File: src/rtl/ext_cpu_obi_arbiter.sv
// Round-robin OBI arbiter: shares one OBI master port between NHARTS core data
// ports and routes each response back to the core that issued the request.

package ext_cpu_obi_pkg;
    typedef struct packed {
        logic        req;
        logic        we;
        logic [3:0]  be;
        logic [31:0] addr;
        logic [31:0] wdata;
    } obi_req_t;

    typedef struct packed {
        logic        gnt;
        logic        rvalid;
        logic [31:0] rdata;
    } obi_resp_t;
endpackage

// Handshake rules: an address phase completes in the cycle where req and gnt
// are both high. Once req is raised it stays raised, with address-phase fields
// held stable, until gnt arrives; the arbiter enforces this by locking onto the
// presented winner. rvalid qualifies rdata for exactly one cycle, and responses
// return in issue order.
module ext_cpu_obi_arbiter
    import ext_cpu_obi_pkg::*;
#(
    parameter int NHARTS          = 3,
    parameter int MAX_OUTSTANDING = 2,
    localparam int IW = $clog2(NHARTS),
    localparam int CW = $clog2(MAX_OUTSTANDING + 1),
    localparam int PW = (MAX_OUTSTANDING > 1) ? $clog2(MAX_OUTSTANDING) : 1
) (
    input  logic              clk_i,
    input  logic              rst_ni,
    input  obi_req_t          core_data_req_i  [NHARTS],
    output obi_resp_t         core_data_resp_o [NHARTS],
    output obi_req_t          bus_req_o,
    input  obi_resp_t         bus_resp_i,
    output logic [CW-1:0]     outstanding_o,
    output logic              err_o,
    output logic              dbg_state_o,
    output logic [IW-1:0]     dbg_rr_ptr_o
);

    typedef enum logic {
        ARB    = 1'b0,
        LOCKED = 1'b1
    } state_t;

    state_t          state_q;
    logic [IW-1:0]   lock_idx_q;
    logic [IW-1:0]   rr_ptr_q;
    logic [IW-1:0]   fifo_q [MAX_OUTSTANDING];
    logic [PW-1:0]   wr_ptr_q;
    logic [PW-1:0]   rd_ptr_q;
    logic [CW-1:0]   count_q;
    logic            err_q;

    logic [IW-1:0]   arb_idx;
    logic            arb_found;
    logic [IW-1:0]   winner;
    logic            winner_req;
    logic            can_issue;
    logic            handshake;
    logic            fifo_empty;
    logic            push;
    logic            pop;
    logic [IW-1:0]   head_idx;

    // Round-robin search: first requesting core at or after rr_ptr_q, wrapping.
    always_comb begin
        int cand;
        cand      = 0;
        arb_idx   = '0;
        arb_found = 1'b0;
        for (int i = 0; i < NHARTS; i++) begin
            cand = (int'(rr_ptr_q) + i) % NHARTS;
            if (!arb_found && core_data_req_i[cand].req) begin
                arb_found = 1'b1;
                arb_idx   = IW'(cand);
            end
        end
    end

    // While locked the pending address phase keeps its owner; otherwise the
    // round-robin result wins.
    always_comb begin
        winner     = (state_q == LOCKED) ? lock_idx_q : arb_idx;
        winner_req = core_data_req_i[winner].req;
    end

    // The full check uses the registered count, so a slot freed by a pop this
    // cycle is only usable next cycle.
    assign can_issue  = (count_q != CW'(MAX_OUTSTANDING));
    assign fifo_empty = (count_q == '0);
    assign handshake  = bus_req_o.req & bus_resp_i.gnt;
    assign push       = handshake;
    assign pop        = bus_resp_i.rvalid & ~fifo_empty;
    assign head_idx   = fifo_q[rd_ptr_q];

    // Forward the winner's address phase; every field is zero when nothing is presented.
    always_comb begin
        bus_req_o = '0;
        if (can_issue && winner_req) begin
            bus_req_o     = core_data_req_i[winner];
            bus_req_o.req = 1'b1;
        end
    end

    // Grant goes to the winner only; rvalid to the FIFO head; rdata is broadcast.
    always_comb begin
        for (int i = 0; i < NHARTS; i++) begin
            core_data_resp_o[i].gnt    = handshake && (winner == IW'(i));
            core_data_resp_o[i].rvalid = pop && (head_idx == IW'(i));
            core_data_resp_o[i].rdata  = bus_resp_i.rdata;
        end
    end

    // Arbitration FSM and round-robin pointer.
    always_ff @(posedge clk_i or negedge rst_ni) begin
        if (!rst_ni) begin
            state_q    <= ARB;
            lock_idx_q <= '0;
            rr_ptr_q   <= '0;
        end else begin
            case (state_q)
                ARB: begin
                    if (bus_req_o.req && !bus_resp_i.gnt) begin
                        state_q    <= LOCKED;
                        lock_idx_q <= winner;
                    end
                end
                LOCKED: begin
                    if (bus_resp_i.gnt) begin
                        state_q <= ARB;
                    end
                end
                default: state_q <= ARB;
            endcase
            if (handshake) begin
                rr_ptr_q <= (winner == IW'(NHARTS - 1)) ? '0 : winner + 1'b1;
            end
        end
    end

    // ID FIFO of granted winners; push and pop may happen together.
    always_ff @(posedge clk_i or negedge rst_ni) begin
        if (!rst_ni) begin
            for (int i = 0; i < MAX_OUTSTANDING; i++) begin
                fifo_q[i] <= '0;
            end
            wr_ptr_q <= '0;
            rd_ptr_q <= '0;
            count_q  <= '0;
        end else begin
            if (push) begin
                fifo_q[wr_ptr_q] <= winner;
                wr_ptr_q <= (wr_ptr_q == PW'(MAX_OUTSTANDING - 1)) ? '0 : wr_ptr_q + 1'b1;
            end
            if (pop) begin
                rd_ptr_q <= (rd_ptr_q == PW'(MAX_OUTSTANDING - 1)) ? '0 : rd_ptr_q + 1'b1;
            end
            if (push && !pop) begin
                count_q <= count_q + 1'b1;
            end else if (pop && !push) begin
                count_q <= count_q - 1'b1;
            end
        end
    end

    // Sticky error: a response arrived with nothing outstanding.
    always_ff @(posedge clk_i or negedge rst_ni) begin
        if (!rst_ni) begin
            err_q <= 1'b0;
        end else if (bus_resp_i.rvalid && fifo_empty) begin
            err_q <= 1'b1;
        end
    end

    assign outstanding_o = count_q;
    assign err_o         = err_q;
    assign dbg_state_o   = state_q;
    assign dbg_rr_ptr_o  = rr_ptr_q;

endmodule

File: config.mk
export PLATFORM = sky130hd
export DESIGN_NAME = ext_cpu_obi_arbiter
export DESIGN_NICKNAME = d
export VERILOG_FILES = /design/src/rtl/ext_cpu_obi_arbiter.sv
export SDC_FILE = /design/constraint.sdc
export NUM_CORES = 1
export LEC_CHECK = 0
export BUFFER_PORTS_ARGS = -buffer_cell sky130_fd_sc_hd__buf_4
export CAP_MARGIN = 20
export CORE_AREA = 2 2 163 165
export CTS_CLUSTER_DIAMETER = 80
export DETAILED_ROUTE_END_ITERATION = 8
export DIE_AREA = 0 0 165 167
export PLACE_DENSITY_LB_ADDON = 0.12
export SYNTH_ARGS = -nofsm -noshare
export SYNTH_HDL_FRONTEND = slang
export SYNTH_SLANG_ARGS = --single-unit
File: constraint.sdc
create_clock -name clk_i -period 8.2 [get_ports clk_i]
set_input_delay 0.41 -clock clk_i [delete_from_list [all_inputs] [get_ports clk_i]]
set_output_delay 0.41 -clock clk_i [all_outputs]
set_load 0.02 [all_outputs]
== After elaboration in Yosys (flattened, before gate mapping) ==
Cells that the tools add are included.

* Register bits after elaboration: 14
* Input port bits: 246
* Output and inout bits: 178

* Add/sub/neg operators: 7
* Div/mod/pow operators: 3
* Magnitude comparators: 7
* Equality and inequality tests: 5
* Mux-type cells: 33
* Bitwise operators: 10
* Reductions and logical operators: 24

{| class="wikitable"
|+ Operators by type and width
! cell !! count
|-
| $mux 70 || 9
|-
| $bmux 70 s2 || 4
|-
| $ge 32x3->1 const B || 3
|-
| $not 32->32 || 3
|-
| $mod 32x3->32 const B || 2
|-
| $mod 3x3->32 const B || 1
|-
| $mux 2 || 11
|-
| $logic_and 1x1->1 || 14
|-
| $logic_not 2->1 || 3
|-
| $mux 1 || 6
|-
| $logic_not 1->1 || 5
|-
| $add 2x1->2 const B || 2
|-
| $bwmux 4 || 1
|-
| $eq 2x1->1 const B || 2
|-
| $eq 2x2->1 const B || 2
|-
| $ge 2x2->1 const B || 2
|-
| $not 1->2 || 2
|-
| $add 2x1->3 const B || 1
|-
| $add 2x2->3 const B || 1
|-
| $ge 3x3->1 const B || 1
|-
| $not 2->3 || 1
|-
| $add 1x1->1 const B || 2
|-
| $and 1x1->1 || 2
|-
| $demux 2 s1 || 1
|-
| 7 further kinds || 8
|}

== Longest topological paths before layout ==
Gate-level depths: netlist (run 1).

* Depth after elaboration: 24
* Depth in mapped cells: 15
* Gate-level depth less buffers: 12

== Least setup slack after synthesis (run 1) ==
Ideal clock, no wire load.

* Path kind: flip-flop to output port
* Start: reg rr_ptr_q[0], in the netlist dbg_rr_ptr_o[0]
* End: out core_data_resp_o[101] in the netlist's numbering
* Arrival time: 2874 ps
* Path slack: 4916 ps
* Stages on the path, launching flop included: 10
* Cells stage by stage: dfrtp_1 > inv_1 > ha_1 > buf_2 > and3b_1 > nand3b_1 > a211oi_1 > clkbuf_1 > o21ai_0 > nor3_1

{| class="wikitable"
|+ RTL lines
! what !! line !! text
|-
| from (decl) || 53 || <nowiki>logic [IW-1:0] rr_ptr_q;</nowiki>
|-
| from (signal assigned) || 142 || <nowiki>rr_ptr_q <= (winner == IW'(NHARTS - 1)) ? '0 : winner + 1'b1;</nowiki>
|-
| to (decl) || 37 || <nowiki>output obi_resp_t core_data_resp_o [NHARTS],</nowiki>
|}

==> reports/qor.csv, run 1 <==
metric;value;unit
grt_max_degree;79;
cpMaxStageDelayCell;buf_4;
relSlewSlack;36.51;%
r2r_start;dbg_rr_ptr_o[1];
p_comb_share;93.2;%
setup_ws;3.655;ns
netlist_area;0.004285;sq mm
power.share.switching;61.01;%
drtAntennaViolNets;0;
critPathCaptureType;primary output;
clkPwrFrac;2.5;%
clock.fmax;0.2200;GHz
drc;0;
synth.largest_area_cell;buf_4;
core;0.02576;sq mm
startpoint_type;flop;
maxCapViolations;0;
powerDensity;598.9;mW/mm^2
drt_iter0_markers;251;
syn2layout_area_growth;41.58;%
avgSynthCellArea;6.791;sq um
grt_pass1_wl;30250;um
fill_cells;2889;
synthTopCellsByArea;buf_4 17%, a21oi_2 14%, a21o_1 12%;
crit_chain;inv_1 -> ha_1 -> mux2i_1 -> nor3b_1 -> a211o_2 -> buf_4 -> and3_4 -> o31ai_4 -> buf_4 -> a21oi_2 -> buf_4;
portBuffers;295;
ys.flop_type;dfrtp_1;
worstMarginPinSlew;0.9523;ns
syn_nets;882;
clockBufferDepth;2;
wire_per_inst;18.30;um
critPathKind;reg -> out;
cts-root-buf;clkbuf_16;
yosysWarnings;0;
die_h;167;um
ys_types;57;
power;3634;uW
p_seq_share;4.3;%
rows;59;
hpwl;15270;um
fin_skew;0.006822;ns
grt_remaining_overflow;0;
numCtsBuffers;3;
finalSetupTns;0;ns
min_period_over_period;55.43;%
worstSkewPairLatency;0.25;ns
r2r-end;outstanding_o[1];
pin_count;424;
fin_crit;4.545;ns
hold_violations;0;
reg2reg_slack;4.39;ns
fp.dieW;165;um
drive_gt1_share;50.19;%
slew_violations;0;
cts_tree;done;
synthCells;631;
grt_antenna_before_repair;0;
cts.sinks;14;
worst-path-stages;11;
ys_seq_area_share;8.175;%
synth_top_area_share;16.99;%
critPathLaunch;dbg_rr_ptr_o[1];
cts_resized;0;
worstPathRequired;7.79;ns
start_util;16.63;%
drt_first_pass_iters;4;
path_clk_slew;0.05;ns
nets;1036;
hold_path.class;in -> async;
internal_power;1417;uW
grt_pass1_vias;5058;
slowest_delay;0.66;ns
antenna_cells;0;
critPathMostFrequentCell;buf_4;
power.leakage;0.002773;uW
htreeDepth;1;
cp_num_buf_inv;4;
vias_per_cell;4.390;
grt_use_total;14.03;%
arrival;4.14;ns
vias;4908;
gp_congestion;0.7581;
power_switching;2217;uW
path_delay_family;buffers and inverters;
r2r_cells;12;
ctsHoldBuffers;0;
drt_wl_total;20460;um
dieArea;0.02756;sq mm
cp_max_fo;70;
pre_cts_slack;3.922;ns
post-cts-setup-buffer-count;0;
rsz0062_at_grt;no;
async_reset_ff_share;100.0;%
critPathCapture;bus_req_o[42];
synth_edf_count;0;
status;finished clean;
setup_viol;0;
ir_drop;320.0;uV
synth-seq-cells;14;
-- cell usage in the layout, fill, tap and decap left out, types with 9 or more instances in the layout --
master and instances:
a21oi_2 69, dfrtp_1 14, nor2_1 10, buf_4 304, o21ai_0 74, inv_1 9
a21o_1 71, nand3_1 70, nand2_1 78
-- metal layers --
layer,wire length (um),global-route usage (%),share of wire [%],vias to the layer above
li1,-,-,-,2419
met1,9394,19.13,46,2267
met2,9606,23.33,47,203
met3,1274,2.740,6.2,19
met4,183,1.853,0.89,0
met5,0,0,0,-
-- cell usage after synthesis, types with 3 or more instances --
master and count:
buf_4 97, nand2_1 78, o21ai_0 74, a21o_1 71, nand3_1 71, a21oi_2 69, clkbuf_1 38, dfrtp_1 14
nor2_1 11, buf_6 10, inv_1 9, buf_2 7, ha_1 5, nand2b_1 5, nor2b_1 5, nor3_1 5
a21oi_1 4, mux2i_1 4, nand3b_1 4, a32oi_1 3, buf_1 3, xnor2_1 3
-- flip-flops by register name, summed over array words and instances (netlist names) --
| name | flops |
|---|---|
| dbg_rr_ptr_o | 2 |
| dbg_state_o | 1 |
| err_o | 1 |
| fifo_q | 4 |
| lock_idx_q | 2 |
| outstanding_o | 2 |
| rd_ptr_q | 1 |
| wr_ptr_q | 1 |
-- worst register-to-register path: stages, from the launching register on --
cell and delay [ns]:
dfrtp_1 0.43, inv_1 0.12, ha_1 0.39, mux2i_1 0.26, nor3b_1 0.48, a211o_2 0.20, buf_4 0.66, and3_4 0.43
o31ai_2 0.11, inv_1 0.11, ha_1 0.26, nor2_1 0.14, xor2_1 0.14
-- stage by stage --
stage / util (%) / hold slack, ns / instances / cell area [sq um]
floorplan: - / 0.1144 / 631 / 4285
global placement: 23.26 / 0.2779 / 1115 / 5992
detailed placement: 23.26 / 0.2743 / 1115 / 5992
CTS: 23.55 / 0.01684 / 1118 / 6067
global route: 23.55 / 0.02283 / 1118 / 6067
finish: 23.55 / 0.01162 / 1118 / 6067
-- power groups by stage --
stage	logic, uW	registers, uW	clock network, uW
floorplan	2370	147	0
global placement	3460	156	0
detailed placement	3420	156	0
CTS	3430	155	92.1
global route	3680	161	95.5
finish	3390	155	91.9
-- worst min-delay path by stage --
stage / end / cells past startpoint / slack [ns]
final: outstanding_o[1] / 1 / 0.01
after detailed placement: err_o / 1 / 0.27
after global placement: err_o / 1 / 0.28
after floorplan: dbg_rr_ptr_o[0] / 0 / 0.11
after global routing: outstanding_o[0] / 1 / 0.02
after CTS: err_o / 1 / 0.02
-- cells by family after synthesis --
group	count (synthesis)	synth area share (%)
AO/OA/AOI/OAI	247	42.02
AND/OR/NAND/NOR	189	20.96
buffers and inverters	165	24.91
flip-flops	14	8.175
multiplexers	6	1.460
XOR/XNOR	5	1.022
adder cells (fa/ha/maj)	5	1.460
-- final cells by class --
cell class	count	area [sq um]	area share, %
Clock buffer	3	75.07	1.237
Sequential cell	14	350.3	5.774
Tap cell	335	419.2	6.909
Timing Repair Buffer	304	2282	37.62
Multi-Input combinational cell	452	2903	47.84
Inverter	10	37.54	0.6187
Note: power is estimated with default switching activity, not from simulation.
==> run 2: changes to the inputs <==
- CORE_AREA: 2 2 163 165 -> 2 2 164 166
- DIE_AREA: 0 0 165 167 -> 0 0 166 168
- clock period: 8.2 -> 4.5 ns (I/O delays scaled with it)
==> reports/qor.csv, run 2 (synthesis results as in run 1) <==
metric;value;unit
cpMaxStageDelayCell;or4b_1;
p_seq_share;4.2;%
hpwl;15330;um
cp_max_fo;32;
finalNonFillerCells;1134;
setup_ws;0.7208;ns
fill_cells;3004;
largest_reg_flops;4;
startpoint_type;flop;
cts_resized;0;
portBuffers;295;
p_comb_share;93.0;%
syn2layout_area_growth;44.06;%
cts_tree;done;
nets;1043;
worstPathRequired;4.28;ns
min_period_over_period;83.98;%
dpl.cell_count;1127;
numCtsBuffers;3;
grt_pass1_vias;4941;
critPathCaptureType;primary output;
htreeDepth;1;
drc;0;
power.leakage;0.002821;uW
arrival;3.55;ns
grt_antenna_before_repair;2;
vias_per_cell;4.304;
rsz0062_at_grt;no;
dieArea;0.02789;sq mm
core;0.02635;sq mm
internal_power;2672;uW
regMostFlops;fifo_q;
crit_chain;inv_1 -> ha_1 -> nor2b_4 -> or4b_1 -> and3_2 -> and3_4 -> o31ai_4 -> buf_4 -> a21oi_2 -> buf_4;
ir_drop;472.1;uV
status;finished clean;
hold_violations;0;
grt_pass1_wl;30460;um
worstSkewPairLatency;0.24;ns
drt_first_pass_iters;4;
relSlewSlack;47.24;%
slew_violations;0;
hold_path.class;in -> reg;
power_switching;3970;uW
fp.dieW;166;um
cp_num_buf_inv;3;
post-cts-setup-buffer-count;0;
grt_use_total;13.64;%
drt_iter0_markers;223;
start_util;16.26;%
grt_max_degree;49;
clock.fmax;0.2646;GHz
power;6641;uW
mostFrequentLayoutCells;308 x buf_4, 78 x nand2_1, 74 x o21ai_0;
drtAntennaViolNets;0;
grt_remaining_overflow;0;
path_clk_slew;0.05;ns
drt_wl_total;20300;um
path_delay_family;simple AND/OR/NAND/NOR gates;
gp_congestion;0.7116;
critPathKind;reg -> out;
slowest_delay;0.51;ns
fin_skew;0.001583;ns
clockBufferDepth;2;
vias;4881;
pre_cts_slack;0.9461;ns
setup_viol;0;
fin_crit;3.779;ns
rows;60;
cts.sinks;14;
final_common_cell;buf_4;
clkPwrFrac;2.8;%
worstMarginPinSlew;0.7849;ns
stdcell_area;0.006173;sq mm
cts-root-buf;clkbuf_16;
power.share.switching;59.77;%
powerDensity;1076;mW/mm^2
critPathMostFrequentCell;buf_4;
finalSetupTns;0;ns
drive_gt1_share;50.57;%
pin_count;424;
wire_per_inst;17.90;um
place_area;0.006070;sq mm
maxCapViolations;0;
die_h;168;um
run 2: cell types whose count changed in the layout (fill, tap and decap cells not counted), sizes merged:
cell	before	now
buf	304	310
diode	0	2
clkbuf	3	4
dlygate4sd3	0	1
run 2: through the flow:
step	utilization, %	hold slack (ns)
3_3_place_gp	23.03	0.09087
4_1_cts	23.41	0.1961
2_1_floorplan	-	-0.07059
3_5_place_dp	23.03	0.08824
6_report	23.43	0.1957
5_1_grt	23.41	0.2085
run 2: layout make-up:
class | count | area (sq um) | area share [%]
antenna | 2 | 5.005 | 0.08107
clock buffer | 4 | 88.84 | 1.439
inverter | 10 | 37.54 | 0.6080
multi-input combinational | 452 | 2903 | 47.02
sequential | 14 | 350.3 | 5.675
tap | 341 | 426.7 | 6.911
timing repair buffer | 311 | 2362 | 38.27
run 2: routing by layer:
metal	share of wire [%]	up-vias	global-route usage (%)
met5	0	-	0
met2	50	229	24.45
met4	0.72	0	1.474
met3	7.2	19	3.362
li1	-	2432	-
met1	42	2201	17.06
run 2: power by group through the flow:
stage               combinational, uW  clock [uW]  sequential (uW)
finish                           6170         187              281
global route                     6700         198              295
CTS                              6270         191              281
detailed placement               6250           0              282
global placement                 6330           0              284
floorplan                        4310           0              268
run 2: worst paths after layout:
check | from | to | slack, ns | cells past startpoint
worst max-delay path | dbg_rr_ptr_o[1] | bus_req_o[25] | 0.72 | 10
worst min-delay path | bus_resp_i[32] | err_o | 0.20 | 2
worst max register to register | dbg_rr_ptr_o[1] | outstanding_o[1] | 1.02 | 13
worst min register to register | err_o | err_o | 0.46 | 1
max in group asynchronous | rst_ni | fifo_q[0] | 3.95 | 2
min in group asynchronous | rst_ni | dbg_rr_ptr_o[1] | 0.38 | 2
run 2: repair_timing:
action                                  in CTS  in global routing
endpoints found under the hold margin       14                  0
hold buffers                                 1                  0
endpoints found under the setup margin       0                  0
